`src/rtl/alu_packet_parser.sv`:
```
// ---------------------------------------------------------------------------
// alu_packet_parser
//
// Parses a byte stream from the UART RX path into ALU operand transfers.
// Packet layout: opcode, reserved, LEN[7:0], LEN[15:8], then (LEN-4)/4
// little-endian 32-bit operands. Malformed packets (bad opcode or bad LEN)
// produce a one-cycle error pulse, and their payload is then discarded.
//
// Ports
//   clk, rst            : clock, synchronous active-high reset
//   s_axis_tdata/tvalid : received byte stream (input side)
//   s_axis_tready       : parser can accept a byte this cycle
//   m_opcode            : opcode of the packet being parsed
//   m_operand           : assembled 32-bit operand
//   m_valid / m_ready   : operand handshake toward the ALU
//   m_first / m_last    : operand position markers within its packet
//   error               : one-cycle pulse when a packet is rejected
//   busy                : parser is not in IDLE
// ---------------------------------------------------------------------------
module alu_packet_parser #(
    parameter int unsigned MAX_LEN_P = 1024
) (
    input  logic        clk,
    input  logic        rst,
    input  logic [7:0]  s_axis_tdata,
    input  logic        s_axis_tvalid,
    output logic        s_axis_tready,
    output logic [7:0]  m_opcode,
    output logic [31:0] m_operand,
    output logic        m_valid,
    input  logic        m_ready,
    output logic        m_first,
    output logic        m_last,
    output logic        error,
    output logic        busy
);

    localparam logic [16:0] MAX_LEN_L = 17'(MAX_LEN_P);

    typedef enum logic [2:0] {
        IDLE    = 3'd0,
        RSV     = 3'd1,
        LEN_LO  = 3'd2,
        LEN_HI  = 3'd3,
        PAYLOAD = 3'd4,
        OUT     = 3'd5,
        DRAIN   = 3'd6
    } state_e;

    state_e      state_q,     state_d;
    logic [7:0]  opcode_q,    opcode_d;
    logic [7:0]  len_lo_q,    len_lo_d;
    logic [31:0] operand_q,   operand_d;
    logic [1:0]  byte_cnt_q,  byte_cnt_d;   // payload bytes held for the current operand
    logic [13:0] op_cnt_q,    op_cnt_d;     // operands still to be handed over
    logic [15:0] drain_cnt_q, drain_cnt_d;  // bytes left to discard
    logic        first_q,     first_d;
    logic        error_q,     error_d;

    logic        ready_int;
    logic        xfer;
    logic        op_xfer;
    logic [15:0] len_w;
    logic        opcode_ok;
    logic        len_ok;

    // The stream is accepted everywhere except while an operand waits for
    // the ALU; rst additionally forces tready low at the port.
    assign ready_int = (state_q != OUT);
    assign xfer      = s_axis_tvalid && ready_int;
    assign op_xfer   = (state_q == OUT) && m_ready;

    // LEN is only complete on the LEN_HI byte, so legality is judged from
    // the live high byte plus the captured low byte.
    assign len_w     = {s_axis_tdata, len_lo_q};
    assign opcode_ok = (opcode_q == 8'h20) || (opcode_q == 8'h21) || (opcode_q == 8'h22);
    assign len_ok    = (len_w >= 16'd12) && ({1'b0, len_w} <= MAX_LEN_L) && (len_w[1:0] == 2'b00);

    always_comb begin
        state_d     = state_q;
        opcode_d    = opcode_q;
        len_lo_d    = len_lo_q;
        operand_d   = operand_q;
        byte_cnt_d  = byte_cnt_q;
        op_cnt_d    = op_cnt_q;
        drain_cnt_d = drain_cnt_q;
        first_d     = first_q;
        error_d     = 1'b0;

        case (state_q)
            IDLE: begin
                if (xfer) begin
                    opcode_d = s_axis_tdata;
                    state_d  = RSV;
                end
            end
            RSV: begin
                if (xfer) begin
                    state_d = LEN_LO;
                end
            end
            LEN_LO: begin
                if (xfer) begin
                    len_lo_d = s_axis_tdata;
                    state_d  = LEN_HI;
                end
            end
            LEN_HI: begin
                if (xfer) begin
                    if (opcode_ok && len_ok) begin
                        // (LEN-4)/4 == LEN/4 - 1; LEN >= 12 so this is >= 2
                        op_cnt_d   = len_w[15:2] - 14'd1;
                        byte_cnt_d = 2'd0;
                        first_d    = 1'b1;
                        state_d    = PAYLOAD;
                    end else begin
                        error_d = 1'b1;
                        if (len_w > 16'd4) begin
                            drain_cnt_d = len_w - 16'd4;
                            state_d     = DRAIN;
                        end else begin
                            state_d = IDLE;
                        end
                    end
                end
            end
            PAYLOAD: begin
                if (xfer) begin
                    // Little-endian: each new byte enters at the top, so the
                    // first byte ends up in [7:0] after four shifts.
                    operand_d  = {s_axis_tdata, operand_q[31:8]};
                    byte_cnt_d = byte_cnt_q + 2'd1;
                    if (byte_cnt_q == 2'd3) begin
                        state_d = OUT;
                    end
                end
            end
            OUT: begin
                if (op_xfer) begin
                    op_cnt_d = op_cnt_q - 14'd1;
                    first_d  = 1'b0;
                    state_d  = (op_cnt_q == 14'd1) ? IDLE : PAYLOAD;
                end
            end
            DRAIN: begin
                if (xfer) begin
                    drain_cnt_d = drain_cnt_q - 16'd1;
                    if (drain_cnt_q == 16'd1) begin
                        state_d = IDLE;
                    end
                end
            end
            default: begin
                state_d = IDLE;
            end
        endcase
    end

    always_ff @(posedge clk) begin
        if (rst) begin
            state_q     <= IDLE;
            opcode_q    <= 8'h00;
            len_lo_q    <= 8'h00;
            operand_q   <= 32'h0;
            byte_cnt_q  <= 2'd0;
            op_cnt_q    <= 14'd0;
            drain_cnt_q <= 16'd0;
            first_q     <= 1'b0;
            error_q     <= 1'b0;
        end else begin
            state_q     <= state_d;
            opcode_q    <= opcode_d;
            len_lo_q    <= len_lo_d;
            operand_q   <= operand_d;
            byte_cnt_q  <= byte_cnt_d;
            op_cnt_q    <= op_cnt_d;
            drain_cnt_q <= drain_cnt_d;
            first_q     <= first_d;
            error_q     <= error_d;
        end
    end

    // Outputs are forced to zero for the whole time rst is high, not just
    // from the first reset edge onward.
    assign s_axis_tready = ready_int && !rst;
    assign m_opcode      = rst ? 8'h00 : opcode_q;
    assign m_operand     = rst ? 32'h0 : operand_q;
    assign m_valid       = (state_q == OUT) && !rst;
    assign m_first       = (state_q == OUT) && first_q && !rst;
    assign m_last        = (state_q == OUT) && (op_cnt_q == 14'd1) && !rst;
    assign error         = error_q && !rst;
    assign busy          = (state_q != IDLE) && !rst;

endmodule

```
`config.mk`:
```
export PLATFORM = sky130hd
export DESIGN_NAME = alu_packet_parser
export DESIGN_NICKNAME = d
export VERILOG_FILES = /design/src/rtl/alu_packet_parser.sv
export SDC_FILE = /design/constraint.sdc
export NUM_CORES = 1
export LEC_CHECK = 0
export BUFFER_PORTS_ARGS = -buffer_cell sky130_fd_sc_hd__clkbuf_2
export CORE_ASPECT_RATIO = 2
export CORE_MARGIN = 2
export CORE_UTILIZATION = 50
export DETAILED_ROUTE_END_ITERATION = 10
export HOLD_SLACK_MARGIN = 0.08
export PLACE_DENSITY = 0.81
export SLEW_MARGIN = 25
export SYNTH_ARGS = -nofsm -noshare
export SYNTH_HDL_FRONTEND = slang
export SYNTH_SLANG_ARGS = --single-unit
```
`constraint.sdc`:
```
create_clock -name clk -period 5.8 [get_ports clk]
set_clock_uncertainty 0.15 [all_clocks]
set_input_delay 1.16 -clock clk [delete_from_list [all_inputs] [get_ports clk]]
set_output_delay 1.16 -clock clk [all_outputs]
set_load 0.01 [all_outputs]
```
# Word level (Yosys, flattened, before mapping)
# Index checks and enable logic that the tools add are counted.
[word_totals]
register_bits = 85
[classes]
n_bitwise = 2
magnitude_cmp = 3
n_reduce_logical = 30
mux = 33
add_sub_neg = 5
eq_ne = 25
[op_table]
columns = ["op", "n"]
rows = [
  ["$mux W16", 4],
  ["$mux W14", 3],
  ["$mux W3", 12],
  ["$mux W32", 1],
  ["$pmux W16 S2", 1],
  ["$pmux W14 S2", 1],
  ["$sub A14 B1 Y14 const B", 2],
  ["$eq A8 B6 Y1 const B", 3],
  ["$ne A2 B2 Y1 const B", 12],
  ["$pmux W3 S7", 1],
  ["$eq A16 B1 Y1 const B", 1],
  ["$ge A16 B4 Y1 const B", 1],
  ["$gt A16 B3 Y1 const B", 1],
  ["$le A16 B11 Y1 const B", 1],
  ["$sub A16 B1 Y16 const B", 1],
  ["$sub A16 B3 Y16 const B", 1],
  ["$eq A14 B1 Y1 const B", 1],
  ["$logic_and A1 B1 Y1", 13],
  ["$eq A3 B3 Y1 const B", 3],
  ["$reduce_and A9 Y1", 1],
  ["$mux W8", 1],
  ["$reduce_and A4 Y1", 2],
  ["$eq A3 B2 Y1 const B", 2],
  ["$mux W2", 3],
  ["17 further kinds", 26],
]

# Logic depth before layout (Yosys ltp)
# Gate-level depths: netlist (run 1).
[depth]
word_depth = 7
ltp_mapped = 8
depth_no_buf = 7

# Worst setup path after synthesis (run 1)
# No wires, ideal clock.
[synth_path]
path_type = "input-to-output"
start = "input rst"
end = "output m_last"
stages = 4
setup_slack_ps = 2418
required_time_ps = 4490
arrival_time_ps = 2072
cell_sequence = "clkbuf_1 -> clkbuf_1 -> clkbuf_1 -> nor3_1"
[synth_via]
elab_chain_len = 2
[synth_lines]
columns = ["element", "line", "rtl"]
rows = [
  ["from (decl)", "24", "input logic rst,"],
  ["$logic_not A1 Y1", "190", "assign m_last = (state_q == OUT) && (op_cnt_q == 14'd1) && !rst;"],
  ["$logic_and A1 B1 Y1", "190", ""],
  ["to (decl)", "33", "output logic m_last,"],
]
# Every way passes these cells.

# Worst setup path in the final report (run 1)
[layout_path]
start = "register op_cnt_q[7]"
end = "output m_last"
[layout_via]
elab_chain_len = 3
[layout_lines]
columns = ["element", "line", "rtl"]
rows = [
  ["from (decl)", "55", "logic [13:0] op_cnt_q, op_cnt_d;"],
  ["from (signal assigned)", "176", "op_cnt_q <= op_cnt_d;"],
  ["$eq A14 B1 Y1", "190", ""],
  ["$logic_and A1 B1 Y1 (2 in a row)", "190", ""],
]
# Every way passes these cells.

==> run_summary.xml, run 1 <==
<?xml version="1.0" encoding="UTF-8"?>
<metrics>
  <group name="synthesis">
    <metric name="synth_edf_count" unit="">0</metric>
    <metric name="ys_dominant_reg_cell" unit="">sky130_fd_sc_hd__dfxtp_1</metric>
    <metric name="post-synth-top-area-cell" unit="">sky130_fd_sc_hd__dfxtp_1</metric>
    <metric name="most_area_consuming_cells_after_synthesis" unit="">sky130_fd_sc_hd__dfxtp_1, sky130_fd_sc_hd__nand2_1, sky130_fd_sc_hd__a21oi_1, sky130_fd_sc_hd__nor2b_1, sky130_fd_sc_hd__clkbuf_1</metric>
    <metric name="synth_nets" unit="">634</metric>
    <metric name="yosys_register_bits" unit="">85</metric>
    <metric name="combined_area_of_all_synthesized_cells" unit="µm²">4680</metric>
    <metric name="post_synth.cell_area_avg" unit="µm²">7.63</metric>
    <metric name="yosys.cell_types.count" unit="">61</metric>
    <metric name="yosys_warnings" unit="">0</metric>
    <metric name="synth_async_sr_flop_share" unit="%">0</metric>
    <metric name="synthesis.instances" unit="">613</metric>
    <metric name="synth.yosys.seq_area_share" unit="%">36.4</metric>
    <metric name="synth.top_cell.area_share" unit="%">36.4</metric>
  </group>
  <group name="cts">
    <metric name="htree_num_levels" unit="">3</metric>
    <metric name="clk-insertion-delay-late" unit="ps">340</metric>
    <metric name="cts-root-to-sink-buffers" unit="">2</metric>
    <metric name="numCtsBuffers" unit="">9</metric>
    <metric name="worst_setup_hold_path_clk_slew" unit="ps">60</metric>
    <metric name="cts_tree" unit="">built</metric>
    <metric name="buffer_count_from_post_cts_setup_fixing" unit="">0</metric>
    <metric name="clock-root-buffer" unit="">sky130_fd_sc_hd__clkbuf_16</metric>
    <metric name="cts_resized" unit="">0</metric>
    <metric name="clkSinkCount" unit="">85</metric>
    <metric name="number_of_buffers_inserted_for_hold_repair_after_clock_tree_synthesis" unit="">0</metric>
  </group>
  <group name="setup_path">
    <metric name="r2r_slack" unit="ps">2850</metric>
    <metric name="critPathKind" unit="">register to output port</metric>
    <metric name="required" unit="ps">4490</metric>
    <metric name="worst_setup_path_start_kind" unit="">register</metric>
    <metric name="crit_arrival" unit="ps">2540</metric>
    <metric name="worstSetupEndpointType" unit="">output port</metric>
    <metric name="path_max_fanout" unit="">7</metric>
  </group>
  <group name="power">
    <metric name="power.share.combinational" unit="%">9.4</metric>
    <metric name="max-vdd-ir-drop" unit="mV">0.145</metric>
    <metric name="intPower" unit="µW">966</metric>
    <metric name="cellPowerDensity" unit="nW/µm²">248</metric>
    <metric name="power_frac_clock" unit="%">44.1</metric>
    <metric name="power_switching" unit="µW">333</metric>
    <metric name="power.static_leakage" unit="µW">0.00197</metric>
    <metric name="proportion_of_power_drawn_by_flip_flops_and_latches" unit="%">46.5</metric>
    <metric name="power.share.switching" unit="%">25.6</metric>
  </group>
  <group name="layout">
    <metric name="post_route_cells_drive_above_1_share" unit="%">14.1</metric>
    <metric name="finish.instance_area" unit="µm²">5240</metric>
    <metric name="syn2layout_area_growth" unit="%">12.0</metric>
    <metric name="mostFrequentLayoutCell" unit="">sky130_fd_sc_hd__nand2_1</metric>
    <metric name="core_occupancy_in_the_finished_layout" unit="%">56.6</metric>
    <metric name="n_diodes" unit="">0</metric>
    <metric name="layout.nets" unit="">656</metric>
    <metric name="mostFrequentLayoutCells" unit="">sky130_fd_sc_hd__nand2_1, sky130_fd_sc_hd__dfxtp_1, sky130_fd_sc_hd__a21oi_1</metric>
  </group>
  <group name="global_route">
    <metric name="grt_antenna_before_repair" unit="">0</metric>
    <metric name="grt_max_degree" unit="">62</metric>
    <metric name="global_route.usage.total" unit="%">26.1</metric>
    <metric name="via_count_of_the_first_global_routing_pass" unit="">4429</metric>
    <metric name="first_pass_grt_wire_length" unit="µm">21100</metric>
    <metric name="overflow" unit="">0</metric>
  </group>
  <group name="sta">
    <metric name="finalWorstPathRequiredPeriod" unit="ps">3850</metric>
    <metric name="hold-worst-slack" unit="ps">299</metric>
    <metric name="worst_pin_slew" unit="ps">1030</metric>
    <metric name="min_period_over_period" unit="%">66.4</metric>
    <metric name="report.final.hold_viol_count" unit="">0</metric>
    <metric name="final-setup-viol-count" unit="">0</metric>
    <metric name="fmax" unit="GHz">0.260</metric>
    <metric name="grt_setup_unrepaired" unit="">no</metric>
    <metric name="worst_slew_margin_rel" unit="%">31.0</metric>
    <metric name="setup-tns-final" unit="ps">0</metric>
    <metric name="timing.final.max_slew_violations" unit="">0</metric>
  </group>
  <group name="die">
    <metric name="initial_utilization" unit="%">50.5</metric>
    <metric name="design.die.area" unit="µm²">10200</metric>
    <metric name="fp.coreArea" unit="µm²">9260</metric>
    <metric name="io_pins" unit="">58</metric>
    <metric name="rows" unit="">50</metric>
    <metric name="die-width" unit="µm">72.4</metric>
    <metric name="die-height" unit="µm">141</metric>
  </group>
  <group name="job">
    <metric name="drv.max_cap_violation_count" unit="">0</metric>
  </group>
  <group name="drt">
    <metric name="first_iter_violations" unit="">421</metric>
    <metric name="detail_route.wl_per_cell" unit="µm">17.6</metric>
    <metric name="drt-vias-per-instance" unit="">6.27</metric>
    <metric name="detailedRoute.firstPassIterationCount" unit="">7</metric>
    <metric name="totalWireLength" unit="µm">13100</metric>
    <metric name="drc" unit="">0</metric>
    <metric name="via_count" unit="">4666</metric>
    <metric name="ant_nets" unit="">0</metric>
  </group>
  <group name="placed_design">
    <metric name="number_of_buffer_cells_added_on_primary_ports" unit="">57</metric>
    <metric name="dpl_cell_area" unit="µm²">4930</metric>
    <metric name="dp_hpwl" unit="µm">9390</metric>
    <metric name="final_weighted_congestion_in_routability_driven_placement" unit="">0.934</metric>
  </group>
  <group name="run_status">
    <metric name="outcome" unit="">completed</metric>
  </group>
  <group name="min_path">
    <metric name="timing.hold.worst.class" unit="">register to register</metric>
  </group>
</metrics>
routing by layer:
metal	part of all wire (%)	vias up	track usage, %
li1	-	2223	-
met1	36	2169	26.7
met2	52	200	45.1
met3	5.4	74	4.65
met4	6.9	0	20.1
met5	0	-	0
power groups by stage:
| stage | Sequential (µW) | Clock, µW | Combinational [µW] |
|---|---|---|---|
| floorplan | 611 | 0 | 89.0 |
| global placement | 616 | 0 | 115 |
| detailed placement | 617 | 0 | 117 |
| CTS | 604 | 578 | 118 |
| global route | 605 | 605 | 132 |
| finish | 605 | 573 | 122 |
final timing paths:
path         cells past startpoint                       from                   endpoint
max reg2reg                      5    state_q[0]$_SDFFE_PP0P_   op_cnt_q[6]$_SDFFE_PP0P_
min                              2  operand_q[7]$_SDFFE_PP0P_  operand_q[7]$_SDFFE_PP0P_
max                              5   op_cnt_q[7]$_SDFFE_PP0P_                     m_last
min reg2reg                      2  operand_q[7]$_SDFFE_PP0P_  operand_q[7]$_SDFFE_PP0P_
stage by stage:
step / std cells / worst slack (ps) / total power, µW
after floorplan: 613 / 2420 / 700
after global placement: 728 / 2040 / 731
after detailed placement: 728 / 2000 / 734
after CTS: 744 / 1990 / 1300
after global routing: 744 / 1880 / 1340
final: 744 / 1950 / 1300
sequential cells by signal, summed over array words and instances (netlist names):
signal and flops:
operand_q 32, drain_cnt_q 16, op_cnt_q 14, len_lo_q 8, opcode_q 8, state_q 3
byte_cnt_q 2, error_q 1, first_q 1
cell type report:
cell class,count,area [µm²]
Clock buffer,9,225
Clock inverter,7,73.8
Fill cell,872,4020
Inverter,12,45.0
Multi-Input combinational cell,468,2760
Sequential cell,85,1700
Tap cell,104,130
Timing Repair Buffer,59,303
cells by family (layout without fill, tap and decap cells):
| logic type | count (synthesis) | count (layout) | share of synthesized area [%] |
|---|---|---|---|
| AND/OR/NAND/NOR | 283 | 283 | 31.4 |
| AO/OA/AOI/OAI | 153 | 153 | 20.2 |
| flip-flops | 85 | 85 | 36.4 |
| buffers and inverters | 60 | 87 | 5.08 |
| XOR/XNOR | 13 | 13 | 2.43 |
| multiplexers | 10 | 10 | 2.14 |
| adder cells (fa/ha/maj) | 9 | 9 | 2.41 |
synth_stat cells (all sizes together), types with 2 or more instances:
| cell type | count |
|---|---|
| nor2b | 42 |
| xor2 | 3 |
| inv | 12 |
| mux2i | 10 |
| o211ai | 4 |
| nor4b | 3 |
| or2 | 3 |
| nand3 | 11 |
| a31oi | 6 |
| or4 | 9 |
| nor4 | 14 |
| nand2 | 110 |
| o21ai | 11 |
| o311a | 2 |
| ha | 9 |
| clkbuf | 40 |
| o221ai | 2 |
| and2 | 3 |
| o2111ai | 2 |
| a21oi | 77 |
| o32ai | 8 |
| dfxtp | 85 |
| and3 | 3 |
| nor2 | 38 |
| nor3 | 22 |
| buf | 8 |
| nor3b | 6 |
| a311oi | 2 |
| a21boi | 2 |
| xnor2 | 10 |
| and3b | 3 |
| or3 | 7 |
| o41ai | 6 |
| o22ai | 16 |
| nand4 | 5 |
| o31ai | 6 |
worst max-delay path, cell delays in order, from the launching register on:
cell	delay (ps)
sky130_fd_sc_hd__dfxtp_1	370
sky130_fd_sc_hd__or3_1	470
sky130_fd_sc_hd__or4_1	510
sky130_fd_sc_hd__or3_1	480
sky130_fd_sc_hd__nor3_1	200
sky130_fd_sc_hd__clkbuf_2	170
Power figures use the tool's default switching activity.
==> run 2, diff against run 1 <==
- clock period: 5.8 -> 3.8 ns (I/O delays scaled with it)
==> run 2 against run 1 <==
  * Non-clock buffer count up 7
  * Via count up 0.66%
  * Power up 56%
  * Count of clock-buffer cells in the layout up 2
==> run_summary.xml, run 2 (same netlist as run 1, synthesis figures left out) <==
<?xml version="1.0" encoding="UTF-8"?>
<metrics>
  <group name="global_route">
    <metric name="via_count_of_the_first_global_routing_pass" unit="">4502</metric>
    <metric name="global_route.usage.total" unit="%">26.9</metric>
    <metric name="grt_max_degree" unit="">77</metric>
    <metric name="grt_antenna_before_repair" unit="">0</metric>
    <metric name="first_pass_grt_wire_length" unit="µm">21700</metric>
    <metric name="overflow" unit="">0</metric>
  </group>
  <group name="layout">
    <metric name="layout.nets" unit="">663</metric>
    <metric name="fin_cells" unit="">750</metric>
    <metric name="n_fill_cell" unit="">840</metric>
    <metric name="mostFrequentLayoutCell" unit="">sky130_fd_sc_hd__nand2_1</metric>
    <metric name="post_route_cells_drive_above_1_share" unit="%">14.2</metric>
    <metric name="top_register" unit="">operand_q</metric>
    <metric name="biggestRegsByFlops" unit="">operand_q: 32 flops, drain_cnt_q: 16 flops, op_cnt_q: 14 flops</metric>
    <metric name="mostFrequentLayoutCells" unit="">sky130_fd_sc_hd__nand2_1, sky130_fd_sc_hd__dfxtp_1, sky130_fd_sc_hd__a21oi_1</metric>
    <metric name="syn2layout_area_growth" unit="%">13.2</metric>
    <metric name="largest_register_ff_count" unit="">32</metric>
    <metric name="n_diodes" unit="">0</metric>
  </group>
  <group name="sta">
    <metric name="fmax" unit="GHz">0.297</metric>
    <metric name="final-setup-viol-count" unit="">0</metric>
    <metric name="timing.final.max_slew_violations" unit="">0</metric>
    <metric name="worst_pin_slew" unit="ps">845</metric>
    <metric name="grt_setup_unrepaired" unit="">no</metric>
    <metric name="finalWorstPathRequiredPeriod" unit="ps">3360</metric>
    <metric name="min_period_over_period" unit="%">88.5</metric>
    <metric name="hold-worst-slack" unit="ps">301</metric>
    <metric name="worst_slew_margin_rel" unit="%">43.1</metric>
    <metric name="setup-tns-final" unit="ps">0</metric>
    <metric name="report.final.hold_viol_count" unit="">0</metric>
  </group>
  <group name="setup_path">
    <metric name="worst_setup_path_start_kind" unit="">register</metric>
    <metric name="critical-path-max-stage-delay" unit="ps">500</metric>
    <metric name="critPathKind" unit="">register to output port</metric>
    <metric name="crit_arrival" unit="ps">2450</metric>
    <metric name="timing.critical_path.from" unit="">op_cnt_q[7]$_SDFFE_PP0P_</metric>
    <metric name="path_max_fanout" unit="">7</metric>
    <metric name="worstSetupEndpointType" unit="">output port</metric>
    <metric name="rr_startpoint" unit="">len_lo_q[4]$_SDFFE_PP0P_</metric>
    <metric name="critical_path.most_common_cell" unit="">sky130_fd_sc_hd__or3_1</metric>
    <metric name="required" unit="ps">2890</metric>
    <metric name="critical_path.slowest_cell" unit="">sky130_fd_sc_hd__or4_1</metric>
    <metric name="crit_chain" unit="">or3_1, or4_1, or3_1, nor3_1, clkbuf_2</metric>
  </group>
  <group name="cts">
    <metric name="cts_resized" unit="">0</metric>
    <metric name="clock-root-buffer" unit="">sky130_fd_sc_hd__clkbuf_16</metric>
    <metric name="number_of_buffers_inserted_for_hold_repair_after_clock_tree_synthesis" unit="">0</metric>
    <metric name="buffer_count_from_post_cts_setup_fixing" unit="">0</metric>
    <metric name="clkSinkCount" unit="">85</metric>
    <metric name="clk-insertion-delay-late" unit="ps">340</metric>
    <metric name="cts-root-to-sink-buffers" unit="">2</metric>
    <metric name="htree_num_levels" unit="">3</metric>
    <metric name="numCtsBuffers" unit="">9</metric>
    <metric name="worst_setup_hold_path_clk_slew" unit="ps">60</metric>
    <metric name="cts_tree" unit="">built</metric>
  </group>
  <group name="drt">
    <metric name="first_iter_violations" unit="">447</metric>
    <metric name="via_count" unit="">4697</metric>
    <metric name="drt-vias-per-instance" unit="">6.26</metric>
    <metric name="detailedRoute.firstPassIterationCount" unit="">5</metric>
    <metric name="detail_route.wl_per_cell" unit="µm">18.2</metric>
    <metric name="ant_nets" unit="">0</metric>
    <metric name="totalWireLength" unit="µm">13600</metric>
    <metric name="drc" unit="">0</metric>
  </group>
  <group name="placed_design">
    <metric name="dp_hpwl" unit="µm">9870</metric>
    <metric name="number_of_buffer_cells_added_on_primary_ports" unit="">57</metric>
    <metric name="dp.cells" unit="">735</metric>
    <metric name="final_weighted_congestion_in_routability_driven_placement" unit="">0.958</metric>
  </group>
  <group name="power">
    <metric name="report.power.total" unit="µW">2030</metric>
    <metric name="proportion_of_power_drawn_by_flip_flops_and_latches" unit="%">45.4</metric>
    <metric name="power.static_leakage" unit="µW">0.00202</metric>
    <metric name="cellPowerDensity" unit="nW/µm²">384</metric>
    <metric name="power.share.combinational" unit="%">9.5</metric>
    <metric name="max-vdd-ir-drop" unit="mV">0.272</metric>
    <metric name="power_frac_clock" unit="%">45.1</metric>
    <metric name="power.share.switching" unit="%">24.3</metric>
    <metric name="power_switching" unit="µW">494</metric>
    <metric name="intPower" unit="µW">1540</metric>
  </group>
  <group name="job">
    <metric name="drv.max_cap_violation_count" unit="">0</metric>
  </group>
  <group name="min_path">
    <metric name="hold_start" unit="">operand_q[5]$_SDFFE_PP0P_</metric>
    <metric name="timing.hold.worst.class" unit="">register to register</metric>
  </group>
  <group name="die">
    <metric name="io_pins" unit="">58</metric>
    <metric name="initial_utilization" unit="%">50.5</metric>
    <metric name="die-width" unit="µm">72.4</metric>
    <metric name="fp.coreArea" unit="µm²">9260</metric>
    <metric name="die-height" unit="µm">141</metric>
    <metric name="design.die.area" unit="µm²">10200</metric>
    <metric name="rows" unit="">50</metric>
  </group>
  <group name="run_status">
    <metric name="outcome" unit="">completed</metric>
  </group>
</metrics>
run 2: final timing paths:
kind,endpoint,slack [ps],depth (start not counted)
hold / removal,operand_q[5]$_SDFFE_PP0P_,300,2
setup / recovery,m_last,440,5
setup reg to reg,drain_cnt_q[14]$_SDFFE_PP0P_,1040,5
hold reg to reg,operand_q[5]$_SDFFE_PP0P_,300,2
run 2: critical path, delay by kind of cell (launching register included):
kind                   cells  cell delay [ps]
buffers and inverters      1              170
DFF                        1              370
and+or+nand+nor            4             1580
run 2: stage by stage:
step | setup WS [ps] | utilization [%] | cell area (µm²)
after global routing | 410 | 57.2 | 5300
final | 436 | 57.2 | 5300
after global placement | 646 | 53.9 | 4990
after detailed placement | 542 | 53.9 | 4990
after floorplan | 981 | - | 4680
after CTS | 446 | 57.2 | 5300
run 2: metal layers:
layer  track usage, %  vias to the layer above  wire [µm]
li1                 -                     2241          -
met2             47.7                      202       7190
met5                0                        -          0
met3             3.79                       51        563
met1             28.2                     2203       4990
met4             18.7                        0        876
run 2: power groups by stage:
stage	registers [µW]	logic (µW)	clock network, µW
global route	923	207	961
global placement	940	183	0
detailed placement	941	188	0
finish	923	194	917
CTS	921	189	926
floorplan	932	136	0
run 2: final cells by class:
type                            count  area [µm²]  area share, %
Clock buffer                       11         233           4.39
Clock inverter                      4        73.8           1.39
Inverter                           12        45.0          0.850
Multi-Input combinational cell    468        2750           51.8
Sequential cell                    85        1700           32.1
Tap cell                          104         130           2.46
Timing Repair Buffer               66         368           6.95
